File: src/rtl/fifo_write_packer.sv
// Write-side packer for the 128-bit FIFO: gathers RATIO narrow beats per FIFO
// word and issues one registered write per word, never into a full FIFO.
module fifo_write_packer #(
  parameter int IN_W  = 32,
  parameter int OUT_W = 128,
  parameter int RATIO = 4,
  parameter int CNT_W = 16
) (
  input  logic             clk,
  input  logic             reset,
  input  logic             s_valid,
  output logic             s_ready,
  input  logic [IN_W-1:0]  s_data,
  input  logic             s_last,
  input  logic             fifo_full,
  output logic             wr_en,
  output logic [OUT_W-1:0] wr_data,
  output logic             pad_evt,
  output logic [CNT_W-1:0] words_cnt
);

  localparam int IDX_W = (RATIO > 1) ? $clog2(RATIO) : 1;
  localparam logic [IDX_W-1:0] LAST_IDX = IDX_W'(RATIO - 1);

  // Lanes below idx come from the accumulator, lane idx takes the beat and
  // lanes above idx are forced to zero (padding of a short packet).
  function automatic logic [OUT_W-1:0] merge_lane(
    input logic [OUT_W-1:0] acc,
    input logic [IDX_W-1:0] idx,
    input logic [IN_W-1:0]  beat
  );
    logic [OUT_W-1:0] w;
    w = '0;
    for (int j = 0; j < RATIO; j++) begin
      if (j < int'(idx)) begin
        w[j*IN_W +: IN_W] = acc[j*IN_W +: IN_W];
      end else if (j == int'(idx)) begin
        w[j*IN_W +: IN_W] = beat;
      end else begin
        w[j*IN_W +: IN_W] = '0;
      end
    end
    return w;
  endfunction

  logic [OUT_W-1:0] acc_r;
  logic [IDX_W-1:0] idx_r;
  logic [OUT_W-1:0] pend_r;
  logic             pend_valid_r;
  logic             pend_pad_r;
  logic             wr_en_r;
  logic [OUT_W-1:0] wr_data_r;
  logic             pad_evt_r;
  logic [CNT_W-1:0] words_cnt_r;

  logic             s_ready_s;
  logic             accept_s;
  logic             last_lane_s;
  logic             complete_s;
  logic             issue_s;
  logic [OUT_W-1:0] merged_s;

  // Handshake, word-completion and write-issue decode.
  always_comb begin
    s_ready_s   = reset && (!pend_valid_r || !fifo_full);
    accept_s    = s_valid && s_ready_s;
    last_lane_s = (idx_r == LAST_IDX);
    complete_s  = accept_s && (last_lane_s || s_last);
    issue_s     = pend_valid_r && !fifo_full;
    merged_s    = merge_lane(acc_r, idx_r, s_data);
  end

  // Accumulator and lane index; both restart after every completed word.
  always_ff @(posedge clk or negedge reset) begin
    if (!reset) begin
      acc_r <= '0;
      idx_r <= '0;
    end else if (complete_s) begin
      acc_r <= '0;
      idx_r <= '0;
    end else if (accept_s) begin
      acc_r <= merged_s;
      idx_r <= idx_r + IDX_W'(1);
    end else begin
      acc_r <= acc_r;
      idx_r <= idx_r;
    end
  end

  // Holding register: a completing beat may reload it in the issuing cycle.
  always_ff @(posedge clk or negedge reset) begin
    if (!reset) begin
      pend_r       <= '0;
      pend_valid_r <= 1'b0;
      pend_pad_r   <= 1'b0;
    end else if (complete_s) begin
      pend_r       <= merged_s;
      pend_valid_r <= 1'b1;
      pend_pad_r   <= !last_lane_s;
    end else if (issue_s) begin
      pend_r       <= pend_r;
      pend_valid_r <= 1'b0;
      pend_pad_r   <= pend_pad_r;
    end else begin
      pend_r       <= pend_r;
      pend_valid_r <= pend_valid_r;
      pend_pad_r   <= pend_pad_r;
    end
  end

  // Registered FIFO write port and written-word counter.
  always_ff @(posedge clk or negedge reset) begin
    if (!reset) begin
      wr_en_r     <= 1'b0;
      wr_data_r   <= '0;
      pad_evt_r   <= 1'b0;
      words_cnt_r <= '0;
    end else begin
      wr_en_r   <= issue_s;
      wr_data_r <= pend_r;
      pad_evt_r <= pend_pad_r && issue_s;
      if (issue_s) begin
        words_cnt_r <= words_cnt_r + CNT_W'(1);
      end else begin
        words_cnt_r <= words_cnt_r;
      end
    end
  end

  assign s_ready   = s_ready_s;
  assign wr_en     = wr_en_r;
  assign wr_data   = wr_data_r;
  assign pad_evt   = pad_evt_r;
  assign words_cnt = words_cnt_r;

endmodule

File: config.mk
export PLATFORM = sky130hd
export DESIGN_NAME = fifo_write_packer
export DESIGN_NICKNAME = d
export VERILOG_FILES = /design/src/rtl/fifo_write_packer.sv
export SDC_FILE = /design/constraint.sdc
export NUM_CORES = 1
export LEC_CHECK = 0
export ABC_AREA = 1
export CORE_UTILIZATION = 55
export CTS_CLUSTER_DIAMETER = 100
export DETAILED_ROUTE_END_ITERATION = 10
export PLACE_DENSITY = 0.91
export SYNTH_ARGS = -nofsm -noshare
export SYNTH_HDL_FRONTEND = slang
export SYNTH_SLANG_ARGS = --single-unit
export TNS_END_PERCENT = 1
File: constraint.sdc
create_clock -name clk -period 3.2 [get_ports clk]
set_input_delay 0.64 -clock clk [delete_from_list [all_inputs] [get_ports clk]]
set_output_delay 0.64 -clock clk [all_outputs]
set_load 0.005 [all_outputs]
Word level (Yosys, flattened, before mapping) --
Index checks and enable logic that the tools add are counted.
Cells by class: $add $sub $neg 2, multiply operators 0, divide/modulo/power cells 0, order comparisons 3, equality and inequality tests 4, shift-type cells 0, multiplexer cells 13, bitwise logic cells 0, reduce and logical (&&, ||, !) cells 13
Operator list (number):
- $mux 32 | 7
- $mux 96 | 2
- $add 16x1->16 const B | 1
- $logic_and 1x1->1 | 5
- $eq 2x2->1 const A | 2
- $lt 1x2->1 const A | 2
- $mux 2 | 2
- $reduce_bool 2->1 | 2
- $logic_not 1->1 | 3
- $add 2x1->2 const B | 1
- $eq 1x2->1 const A | 1
- $eq 2x2->1 const B | 1
- $logic_not 2->1 | 1
- $logic_or 1x1->1 | 2
- $lt 2x2->1 const A | 1
- $mux 1 | 2
Storage, ports and cells: register bits 374, latch bits 0, bits in writable memories 0, bits in read-only memories 0, input port bits 37, output and inout port bits 147, memories kept 0

Logic depth before layout (Yosys ltp) --
word-level depth 6, depth in mapped cells 10, gate-level depth less buffers 9

Worst setup path after synthesis --
No wires, ideal clock.
path type reg2reg, start point reg idx_r[1], end point reg acc_r[24], arrival time 1667 ps, data required time 3070 ps, path slack 1403 ps, stages on the path, launching flop included 11, buffers on the path 4, cells stage by stage dfrtp_1 -> buf_2 -> clkinv_1 -> buf_2 -> ha_1 -> buf_2 -> clkbuf_1 -> nand2_1 -> o21ai_0 -> nand3_1 -> o21ai_0
On the way: word-level cells in the longest chain between the ends 5, elaborated cells between the ends (all ways) 10, those cells by class order compare: 1; eq/ne: 1; mux: 4; reduce/logical: 4
RTL lines:
- start: declaration | line 47 | logic [IDX_W-1:0] idx_r;
- start signal: assignment | line 83 | idx_r <= idx_r + IDX_W'(1);
- start signal: assignment | line 86 | idx_r <= idx_r;
- $logic_not 2->1 | line 37 | end else if (j == int'(idx)) begin
- $mux 32 | line 37
- $mux 32 | line 35 | if (j < int'(idx)) begin
- $mux 96 | line 81 | end else if (accept_s) begin
- $mux 96 | line 78 | end else if (complete_s) begin
- end signal: assignment | line 82 | acc_r <= merged_s;
- end signal: assignment | line 85 | acc_r <= acc_r;
- end: declaration | line 46 | logic [OUT_W-1:0] acc_r;
Parallel ways exist; a longest one is shown, timed or not. The select of a mux whose other input is x is not followed. A chain may end at the register's enable or synchronous reset.

Final worst setup path --
start point reg idx_r[1], end point reg acc_r[15]
The elaborated chain is that of the path after synthesis.

==> summary.md <==
The flow ran to the end, and the final reports show no timing, DRC or antenna violations. In this run, synthesis produced a sequential element count of 374. Yosys attributes the largest share of cell area to sky130_fd_sc_hd__dfrtp_1 (67%), sky130_fd_sc_hd__nand2_1 (11%), sky130_fd_sc_hd__nand3_1 (4.8%). The tool flagged a number of max-cap violations equal to 0. The number of different library cells used by synthesis comes to 26. Once layout is complete, the cells apart from fillers number 1918.

Buffers inserted during clock tree synthesis total 37. In the synthesized netlist, the number of instances is 1408. The classification of the worst-slack hold path was reg -> reg.

The run gives 10960 as the via count of the first global-routing pass. Port buffer count: 183. After clock tree synthesis, the clock-pin slew on the worst setup and hold paths is 60 ps. The worst vdd rail ir drop is 575.8 µV. The worst register-to-register path begins at idx_r[1]. The run gives 3640 ps as the required arrival time at the worst endpoint. The tools report the power spent charging and discharging nets as 4558 µW. TritonCTS built the clock tree. The global-route total usage across every layer was 0.2812; the cell-internal power was 10540 µW. Setup slack closes at 384.9 ps. After detailed routing, the number of remaining DRC violations is 0. Type of the worst setup path: reg -> reg.

Yosys printed 0 warnings. In the final timing run, aggregate negative setup slack is 0 ps. CTS saw 374 sinks.

The congestion estimate from routability-driven global placement came to 0.8609. Post-detailed-route via-to-cell ratio: 5.641. In the synthesized netlist, the cells that appear most often are sky130_fd_sc_hd__nand2_1 (425), sky130_fd_sc_hd__dfrtp_1 (374), sky130_fd_sc_hd__nand3_1 (134).

The critical path starts at idx_r[1]. 184 I/O pins were placed. In this run the cell area measured after placement is 16010 µm². The synthesized netlist occupies a cell area of 13950 µm².

The share of layout cells above drive strength 1 was 0.04896. Summing all multi-input logic gate instances after layout gives 3761 µm². sky130_fd_sc_hd__nand2_1 is the most common cell in the netlist. The die covers 26010 µm². The number of search-and-repair iterations in the first detailed-routing pass was 5; the worst-case headroom to the max-slew limit was 0.2352.

Hold is met by 367.5 ps. The tools report the number of pins with negative max-slew slack in the final report as 0. The net count after synthesis was 1451; the setup-violating endpoint count in the final report was 0. The later pin in the worst-skew pair is clocked with a latency of 530 ps. Setup repair after global routing left no endpoint under its margin. For the sequential group share of total power, the log shows 0.460. In this run the horizontal extent of the chip is 161.3 µm. The endpoint class of the critical path was a flip-flop. The power density over the cells is 875.3 nW/µm². Total number of vias: 10820. The run gives 2 as the number of antenna violations at the first check in global routing. The tools report the number of placement rows as 57.

The minimum clock period was 2815 ps; the number of fillers in the final layout was 1631. The tree is rooted in a sky130_fd_sc_hd__clkbuf_16. The tools report the number of placed instances with taps included as 1853.

The nature of the critical path startpoint was a flip-flop. After routing the design area is 17250 µm². The logs give 0.251 for the logic gate share of total power and 533.3 ps for the post-place setup slack.

The logs give 35420 µm for the total wire length after detailed routing and 0 for the number of buffers inserted to repair setup after CTS. The largest total area in the synthesized netlist belongs to sky130_fd_sc_hd__dfrtp_1. Detailed placement ended at an HPWL of 22570 µm. In this run the remaining antenna-violating nets after routing total 0.

The number of flops mapped to enable cells by yosys was 0. For the share of synthesized area occupied by flip-flops and latches, the log shows 0.6708. The hold path startpoint was pend_r[2]. The area of the core was 24600 µm². The average instance in the mapped netlist occupies 9.909 µm². Along the worst path, the maximum fanout reaches 34.

Average detailed-routed wire length per instance: 18.47 µm. The run gives 0.289 as the clock share of power. The logs give 2 for the H-tree level count and 171 for the maximum number of pins on one net before global-route repair. The first global-routing pass estimated 57280 µm of wire. The footprint of the flip-flops and latches was 9359 µm². The most used flip-flop cell after synthesis is sky130_fd_sc_hd__dfrtp_1.

The pin slew with the least headroom to its limit was 1147 ps. In this run the deepest clock path goes through 3 buffers. The overall overflow remaining after global route was 0. The switching power share of the total was 0.3019; the synthesis-to-finish area growth was 23.63%.

STA puts the critical path data arrival time at 3260 ps. The share of the synthesized area in the top cell type came out at 0.6708. The number of DRC markers after the initial detailed-route iteration is 1273. Highest clock rate: 355.2 MHz.

The worst clock skew is 22.01 ps, and the total count of hold-check failures in the final report is 0. Fraction of registers with async set or reset after synthesis: 1.000. The run gives 0.5670 as the initial cell density of the core.

For the net total in the final layout, the log shows 1612. The run gives 0.008401 µW as the leakage power summed over all cells. The ratio of final minimum period to clock period works out to 0.8797. Measured along the y axis, the die boundary spans 161.3 µm.
-- path summary, 6_finish.rpt --
path | end | slack (ps) | depth (start not counted)
worst max register to register | acc_r[15] | 380 | 6
worst min-delay path | wr_data[2] | 370 | 0
max in group asynchronous | wr_data[80] | 1460 | 3
worst max-delay path | acc_r[15] | 380 | 6
min in group asynchronous | acc_r[1] | 530 | 2
worst min register to register | wr_data[2] | 370 | 0
-- repair_timing --
| action | CTS | global route |
|---|---|---|
| hold buffers | 1 | 0 |
| hold endpoints to repair | 9 | 0 |
| gates resized for setup | 0 | 0 |
-- state kept, by name, summed over array words and instances (netlist names) --
signal	cells
acc_r	96
pend_r	128
pend_pad_r	1
wr_en	1
words_cnt	16
pend_valid_r	1
pad_evt	1
idx_r	2
wr_data	128
-- layer usage --
layer	share of wire	wire, µm	vias to the layer above	track usage
li1	-	-	4825	-
met1	0.39	13840	5315	0.3709
met2	0.48	16960	565	0.4453
met3	0.089	3137	115	0.06908
met4	0.042	1486	0	0.1252
met5	0	0	-	0
-- power groups by stage --
stage                     sequential (µW)  combinational (µW)  clock [µW]
final                                6950                3790        4360
after global routing                 7070                4150        4610
after CTS                            6940                3780        4400
after detailed placement             6980                3690           0
after global placement               6930                3520           0
after floorplan                      6800                1700           0
-- placed cells by master (no fill, tap or decap) --
cell                              instances
sky130_fd_sc_hd__clkbuf_16               39
sky130_fd_sc_hd__a31oi_1                 32
sky130_fd_sc_hd__nand4_1                  5
sky130_fd_sc_hd__o22ai_1                 31
sky130_fd_sc_hd__ha_1                     5
sky130_fd_sc_hd__buf_12                   4
sky130_fd_sc_hd__o21ai_1                  1
sky130_fd_sc_hd__bufinv_16                3
sky130_fd_sc_hd__inv_2                    1
sky130_fd_sc_hd__a21oi_1                  2
sky130_fd_sc_hd__clkbuf_1                11
sky130_fd_sc_hd__o21a_1                   1
sky130_fd_sc_hd__nand3_4                  1
sky130_fd_sc_hd__nor2_4                   2
sky130_fd_sc_hd__dlygate4sd3_1            1
sky130_fd_sc_hd__inv_4                    1
sky130_fd_sc_hd__nor2_1                  50
sky130_fd_sc_hd__xor2_1                   5
sky130_fd_sc_hd__buf_8                    1
sky130_fd_sc_hd__nand2_2                  1
sky130_fd_sc_hd__clkdlybuf4s50_1        182
sky130_fd_sc_hd__inv_1                  120
sky130_fd_sc_hd__ha_2                     1
sky130_fd_sc_hd__clkbuf_8                 7
sky130_fd_sc_hd__diode_2                  1
sky130_fd_sc_hd__xnor2_1                  4
sky130_fd_sc_hd__and2_1                   1
sky130_fd_sc_hd__nand2_1                425
sky130_fd_sc_hd__buf_4                   14
sky130_fd_sc_hd__o21ai_0                130
sky130_fd_sc_hd__clkinv_2                 1
sky130_fd_sc_hd__clkinvlp_4               1
sky130_fd_sc_hd__inv_6                    1
sky130_fd_sc_hd__nand3_1                134
sky130_fd_sc_hd__dfrtp_1                374
sky130_fd_sc_hd__clkinv_1                 1
-- worst max-delay path, cell delays in order (launching register included) --
cell	delay [ps]
sky130_fd_sc_hd__dfrtp_1	720
sky130_fd_sc_hd__clkinv_1	560
sky130_fd_sc_hd__ha_2	530
sky130_fd_sc_hd__buf_4	310
sky130_fd_sc_hd__o21ai_0	350
sky130_fd_sc_hd__nand3_1	130
sky130_fd_sc_hd__o21ai_0	120
-- logic make-up (layout without fill, tap and decap cells) --
kind of cell	Yosys count	after routing	synth area share
compound gates	197	197	0.07650
fa+ha+maj	6	6	0.005381
other cells	0	1	0
simple gates	619	619	0.1819
flops	374	374	0.6708
xor+xnor	9	9	0.005649
buf+inv	203	388	0.05982
-- cell type report --
| type | count | area share |
|---|---|---|
| antenna | 1 | 0.0001451 |
| clock buffer | 57 | 0.06456 |
| clock inverter | 6 | 0.006456 |
| inverter | 123 | 0.02691 |
| multi-input combinational | 831 | 0.2180 |
| sequential | 374 | 0.5426 |
| tap | 324 | 0.02350 |
| timing repair buffer | 202 | 0.1178 |
-- stage by stage --
step	utilization	power, µW
after floorplan	-	8501
after global placement	0.6508	10450
after detailed placement	0.6508	10680
after CTS	0.7009	15120
after global routing	0.7010	15830
final	0.7010	15100
Note: power is estimated with default switching activity, not from simulation.
==> RTL edit 1, RTL diff (same flow settings) <==
Set the parameter `IN_W` to 48 (it was 32).
--- a/src/rtl/fifo_write_packer.sv
+++ b/src/rtl/fifo_write_packer.sv
@@ -1,7 +1,7 @@
 // Write-side packer for the 128-bit FIFO: gathers RATIO narrow beats per FIFO
 // word and issues one registered write per word, never into a full FIFO.
 module fifo_write_packer #(
-  parameter int IN_W  = 32,
+  parameter int IN_W  = 48,
   parameter int OUT_W = 128,
   parameter int RATIO = 4,
   parameter int CNT_W = 16
Ports: changed (resized s_data); port bits go from 184 to 200. No check against the original RTL was run, so the function may have changed too.
==> RTL edit 1 against the original RTL <==
Critical path type is now in -> out. Cell area rose by 11%. Count of clock-buffer cells in the layout fell by 2. Routed wire length rose by 11%. Sequential cell count rose by 32. Sequential share of layout area fell by 1.4 points. Core utilization fell by 1.3 points. Area after synthesis rose by 13%. Worst setup slack improved by 0.11 ns. Power fell by 6.3%. Largest power group unchanged.
==> RTL edit 1: results <==
<?xml version="1.0" encoding="UTF-8"?>
<metrics>
  <group name="final_layout">
    <metric name="layout.filler_cells" unit="">1979</metric>
    <metric name="nNetsFinal" unit="">1908</metric>
    <metric name="nonClockBufferCount" unit="">217</metric>
    <metric name="n_multi_input_combinational_cell" unit="">1082</metric>
    <metric name="clock_cell_area_share" unit="%">6.92</metric>
    <metric name="post_layout_nonfiller_instances" unit="">2259</metric>
  </group>
  <group name="drt">
    <metric name="vias_per_cell" unit="">5.51</metric>
    <metric name="first_iter_violations" unit="">1242</metric>
    <metric name="wire_per_inst" unit="um">17.4</metric>
    <metric name="detailroute.wirelength.met2" unit="um">19400</metric>
    <metric name="detail_route.wirelength.met1" unit="um">15300</metric>
  </group>
  <group name="worst_setup_path">
    <metric name="crit_path_max_incr_delay" unit="ns">0.56</metric>
    <metric name="critical_path.slowest_cell" unit="">sky130_fd_sc_hd__dlygate4sd3_1</metric>
    <metric name="rr_endpoint" unit="">acc_r[115]</metric>
  </group>
  <group name="place">
    <metric name="pre_cts_ws" unit="ns">0.706</metric>
    <metric name="io_buffer_count" unit="">199</metric>
    <metric name="cell_count_after_placement" unit="">2184</metric>
  </group>
  <group name="floorplan">
    <metric name="row_count" unit="">61</metric>
  </group>
  <group name="yosys">
    <metric name="gate_count_of_the_mapped_netlist" unit="">1692</metric>
    <metric name="yosys.area_share.adder" unit="%">0.478</metric>
    <metric name="synth_common_cells" unit="">sky130_fd_sc_hd__nand2_1, sky130_fd_sc_hd__dfrtp_1, sky130_fd_sc_hd__nand3_1, sky130_fd_sc_hd__o21ai_0, sky130_fd_sc_hd__inv_1</metric>
    <metric name="yosys_register_bits" unit="">406</metric>
    <metric name="synth_net_count" unit="">1751</metric>
    <metric name="ys_types" unit="">21</metric>
  </group>
  <group name="clock_network">
    <metric name="cts-buffers-inserted" unit="">40</metric>
  </group>
  <group name="global_route">
    <metric name="gr_util_met1" unit="%">35.0</metric>
  </group>
  <group name="status">
    <metric name="run_status" unit="">finished, final reports clean</metric>
  </group>
  <group name="timing">
    <metric name="tightest_slew" unit="ns">1.11</metric>
    <metric name="finalClockSkew" unit="ns">0.0197</metric>
  </group>
</metrics>
-- RTL edit 1: report_power, final --
part	internal [mW]	switching [mW]	total, mW
Clock	2.75	1.93	4.68
Combinational	1.24	1.55	2.79
Sequential	6.16	0.527	6.68
Total	10.1	4.00	14.2
-- RTL edit 1: worst min-delay path by stage --
| stage | start | end | slack, ns | cells past startpoint |
|---|---|---|---|---|
| floorplan | reset | acc_r[0] | 0.34 | 0 |
| global placement | pend_r[69] | wr_data[69] | 0.36 | 0 |
| detailed placement | pend_r[98] | wr_data[98] | 0.36 | 0 |
| CTS | pend_r[50] | wr_data[50] | 0.37 | 0 |
| global route | pend_r[15] | wr_data[15] | 0.38 | 0 |
| finish | pend_r[50] | wr_data[50] | 0.37 | 0 |
-- RTL edit 1: repair_timing --
| item | 4_1_cts | 5_1_grt |
|---|---|---|
| hold endpoints to repair | 14 | 0 |
| gates resized for setup | 0 | 0 |
| hold buffers | 1 | 0 |
==> RTL edit 2, RTL diff (same flow settings) <==
Made on the original files. Make the reset (`reset`) synchronous in 3 clocked blocks.
--- a/src/rtl/fifo_write_packer.sv
+++ b/src/rtl/fifo_write_packer.sv
@@ -71,7 +71,7 @@
   end
 
   // Accumulator and lane index; both restart after every completed word.
-  always_ff @(posedge clk or negedge reset) begin
+  always_ff @(posedge clk) begin
     if (!reset) begin
       acc_r <= '0;
       idx_r <= '0;
@@ -88,7 +88,7 @@
   end
 
   // Holding register: a completing beat may reload it in the issuing cycle.
-  always_ff @(posedge clk or negedge reset) begin
+  always_ff @(posedge clk) begin
     if (!reset) begin
       pend_r       <= '0;
       pend_valid_r <= 1'b0;
@@ -109,7 +109,7 @@
   end
 
   // Registered FIFO write port and written-word counter.
-  always_ff @(posedge clk or negedge reset) begin
+  always_ff @(posedge clk) begin
     if (!reset) begin
       wr_en_r     <= 1'b0;
       wr_data_r   <= '0;
Check against the original RTL: differs if reset is asserted again (counterexample within 4 cycles, from zero or initial values and one cycle with reset low); with reset held inactive, the same outputs for 4 cycles.
==> RTL edit 2 against the original RTL <==
Worst setup slack improved by 0.14 ns. Global-route usage decreased by 1.1 points. Register-to-register slack improved by 0.75 ns. Die area decreased by 3.1%. Area after synthesis decreased by 3.2%. Non-clock buffer count unchanged. Sequential cell count unchanged. Cell area decreased by 3.0%. Routed wire length decreased by 2.1%. Cell count increased by 15%. Critical path type is now in -> out. Highest routed layer unchanged.
Power is not compared: it rests on default switching activity, and its combinational part moved more than twofold at a synthesized area within 25%.
==> RTL edit 2: results <==
<?xml version="1.0" encoding="UTF-8"?>
<metrics>
  <group name="yosys">
    <metric name="ys_types" unit="">27</metric>
    <metric name="synth_net_count" unit="">1747</metric>
    <metric name="synth-seq-area-share" unit="%">55.4</metric>
    <metric name="synthArstFlopShare" unit="%">0</metric>
    <metric name="synth_common_cells" unit="">sky130_fd_sc_hd__nand2_1, sky130_fd_sc_hd__dfxtp_1, sky130_fd_sc_hd__inv_1, sky130_fd_sc_hd__o21ai_0, sky130_fd_sc_hd__nor2_1</metric>
    <metric name="postSynth.topFlopCell" unit="">sky130_fd_sc_hd__dfxtp_1</metric>
  </group>
  <group name="global_route">
    <metric name="global_route.usage.met3" unit="%">4.73</metric>
    <metric name="antenna_violations_before_repair" unit="">0</metric>
    <metric name="grt_util_all_layers" unit="%">27.0</metric>
    <metric name="gr_util_met1" unit="%">32.0</metric>
    <metric name="met2_global_route_usage" unit="%">45.0</metric>
    <metric name="grt_first_pass_wirelength" unit="um">54600</metric>
    <metric name="grt_start_max_net_pins" unit="">67</metric>
  </group>
  <group name="worst_setup_path">
    <metric name="crit_path_max_incr_delay" unit="ns">0.55</metric>
    <metric name="crit_path_max_fanout" unit="">44</metric>
    <metric name="startpoint" unit="">reset</metric>
    <metric name="regToRegStartpoint" unit="">idx_r[1]</metric>
    <metric name="critical_path.slowest_cell" unit="">sky130_fd_sc_hd__clkdlybuf4s50_1</metric>
    <metric name="worst_r2r_path_depth" unit="">10</metric>
    <metric name="timing.critical_path.arrival" unit="ns">2.03</metric>
  </group>
  <group name="place">
    <metric name="dpl.hpwl" unit="um">21100</metric>
  </group>
  <group name="min_path">
    <metric name="number_of_cells_on_the_worst_hold_path" unit="">2</metric>
    <metric name="worstHoldStart" unit="">pend_r[29]</metric>
  </group>
  <group name="final_layout">
    <metric name="nNetsFinal" unit="">1894</metric>
    <metric name="post_route_cells_drive_above_1_share" unit="%">6.82</metric>
  </group>
  <group name="status">
    <metric name="run_status" unit="">finished, final reports clean</metric>
  </group>
  <group name="drt">
    <metric name="wire_per_inst" unit="um">15.8</metric>
    <metric name="drt_first_pass_iters" unit="">6</metric>
    <metric name="first_iter_violations" unit="">1061</metric>
    <metric name="vias_per_cell" unit="">5.17</metric>
  </group>
  <group name="timing">
    <metric name="timing.max_slew.rel_slack" unit="%">57.3</metric>
    <metric name="finalClockSkew" unit="ns">0.0230</metric>
  </group>
</metrics>
[RTL edit 2: logic make-up after synthesis]
family                     share of synthesized area, %
and+or+nand+nor                                    16.9
buffers and inverters                              13.3
DFF                                                55.4
AOI/OAI and AO/OA                                  13.9
adders and majority gates                         0.556
[RTL edit 2: layout make-up]
class	count	area, um2
Antenna cell	1	2.50
Clock buffer	53	1130
Sequential cell	374	7490
Inverter	335	1260
Clock inverter	13	181
Fill cell	1688	7020
Tap cell	319	399
Timing Repair Buffer	202	2030
Multi-Input combinational cell	901	4240
[RTL edit 2: layer usage]
metal | wire length, um | vias to the layer above | part of all wire (%)
met3 | 2470 | 125 | 7.1
met2 | 16600 | 455 | 48
met1 | 13600 | 5301 | 39
met5 | 0 | - | 0
met4 | 2000 | 0 | 5.8
li1 | - | 5474 | -
[RTL edit 2: where the power goes]
| group | switching [mW] | total (mW) | internal [mW] |
|---|---|---|---|
| clock | 1.81 | 4.60 | 2.79 |
| combinational | 0.370 | 0.550 | 0.180 |
| sequential | 0.0374 | 4.78 | 4.74 |
| total | 2.22 | 9.93 | 7.71 |
[RTL edit 2: path summary, 6_finish.rpt]
check | endpoint | slack [ns]
worst max-delay path | s_ready | 0.53
worst min-delay path | wr_data[29] | 0.43
worst max register to register | acc_r[46] | 1.13
worst min register to register | wr_data[29] | 0.43
[RTL edit 2: per-stage QoR]
step	instance area, um2	power (mW)	utilization [%]	setup slack [ns]	cells
CTS	16700	9.95	70.4	0.514	2197
finish	16700	9.93	70.4	0.526	2198
floorplan	13500	5.21	-	1.22	1704
detailed placement	15400	5.41	64.9	0.497	2131
global placement	15400	5.39	64.9	0.581	2131
global route	16700	10.2	70.4	0.391	2197
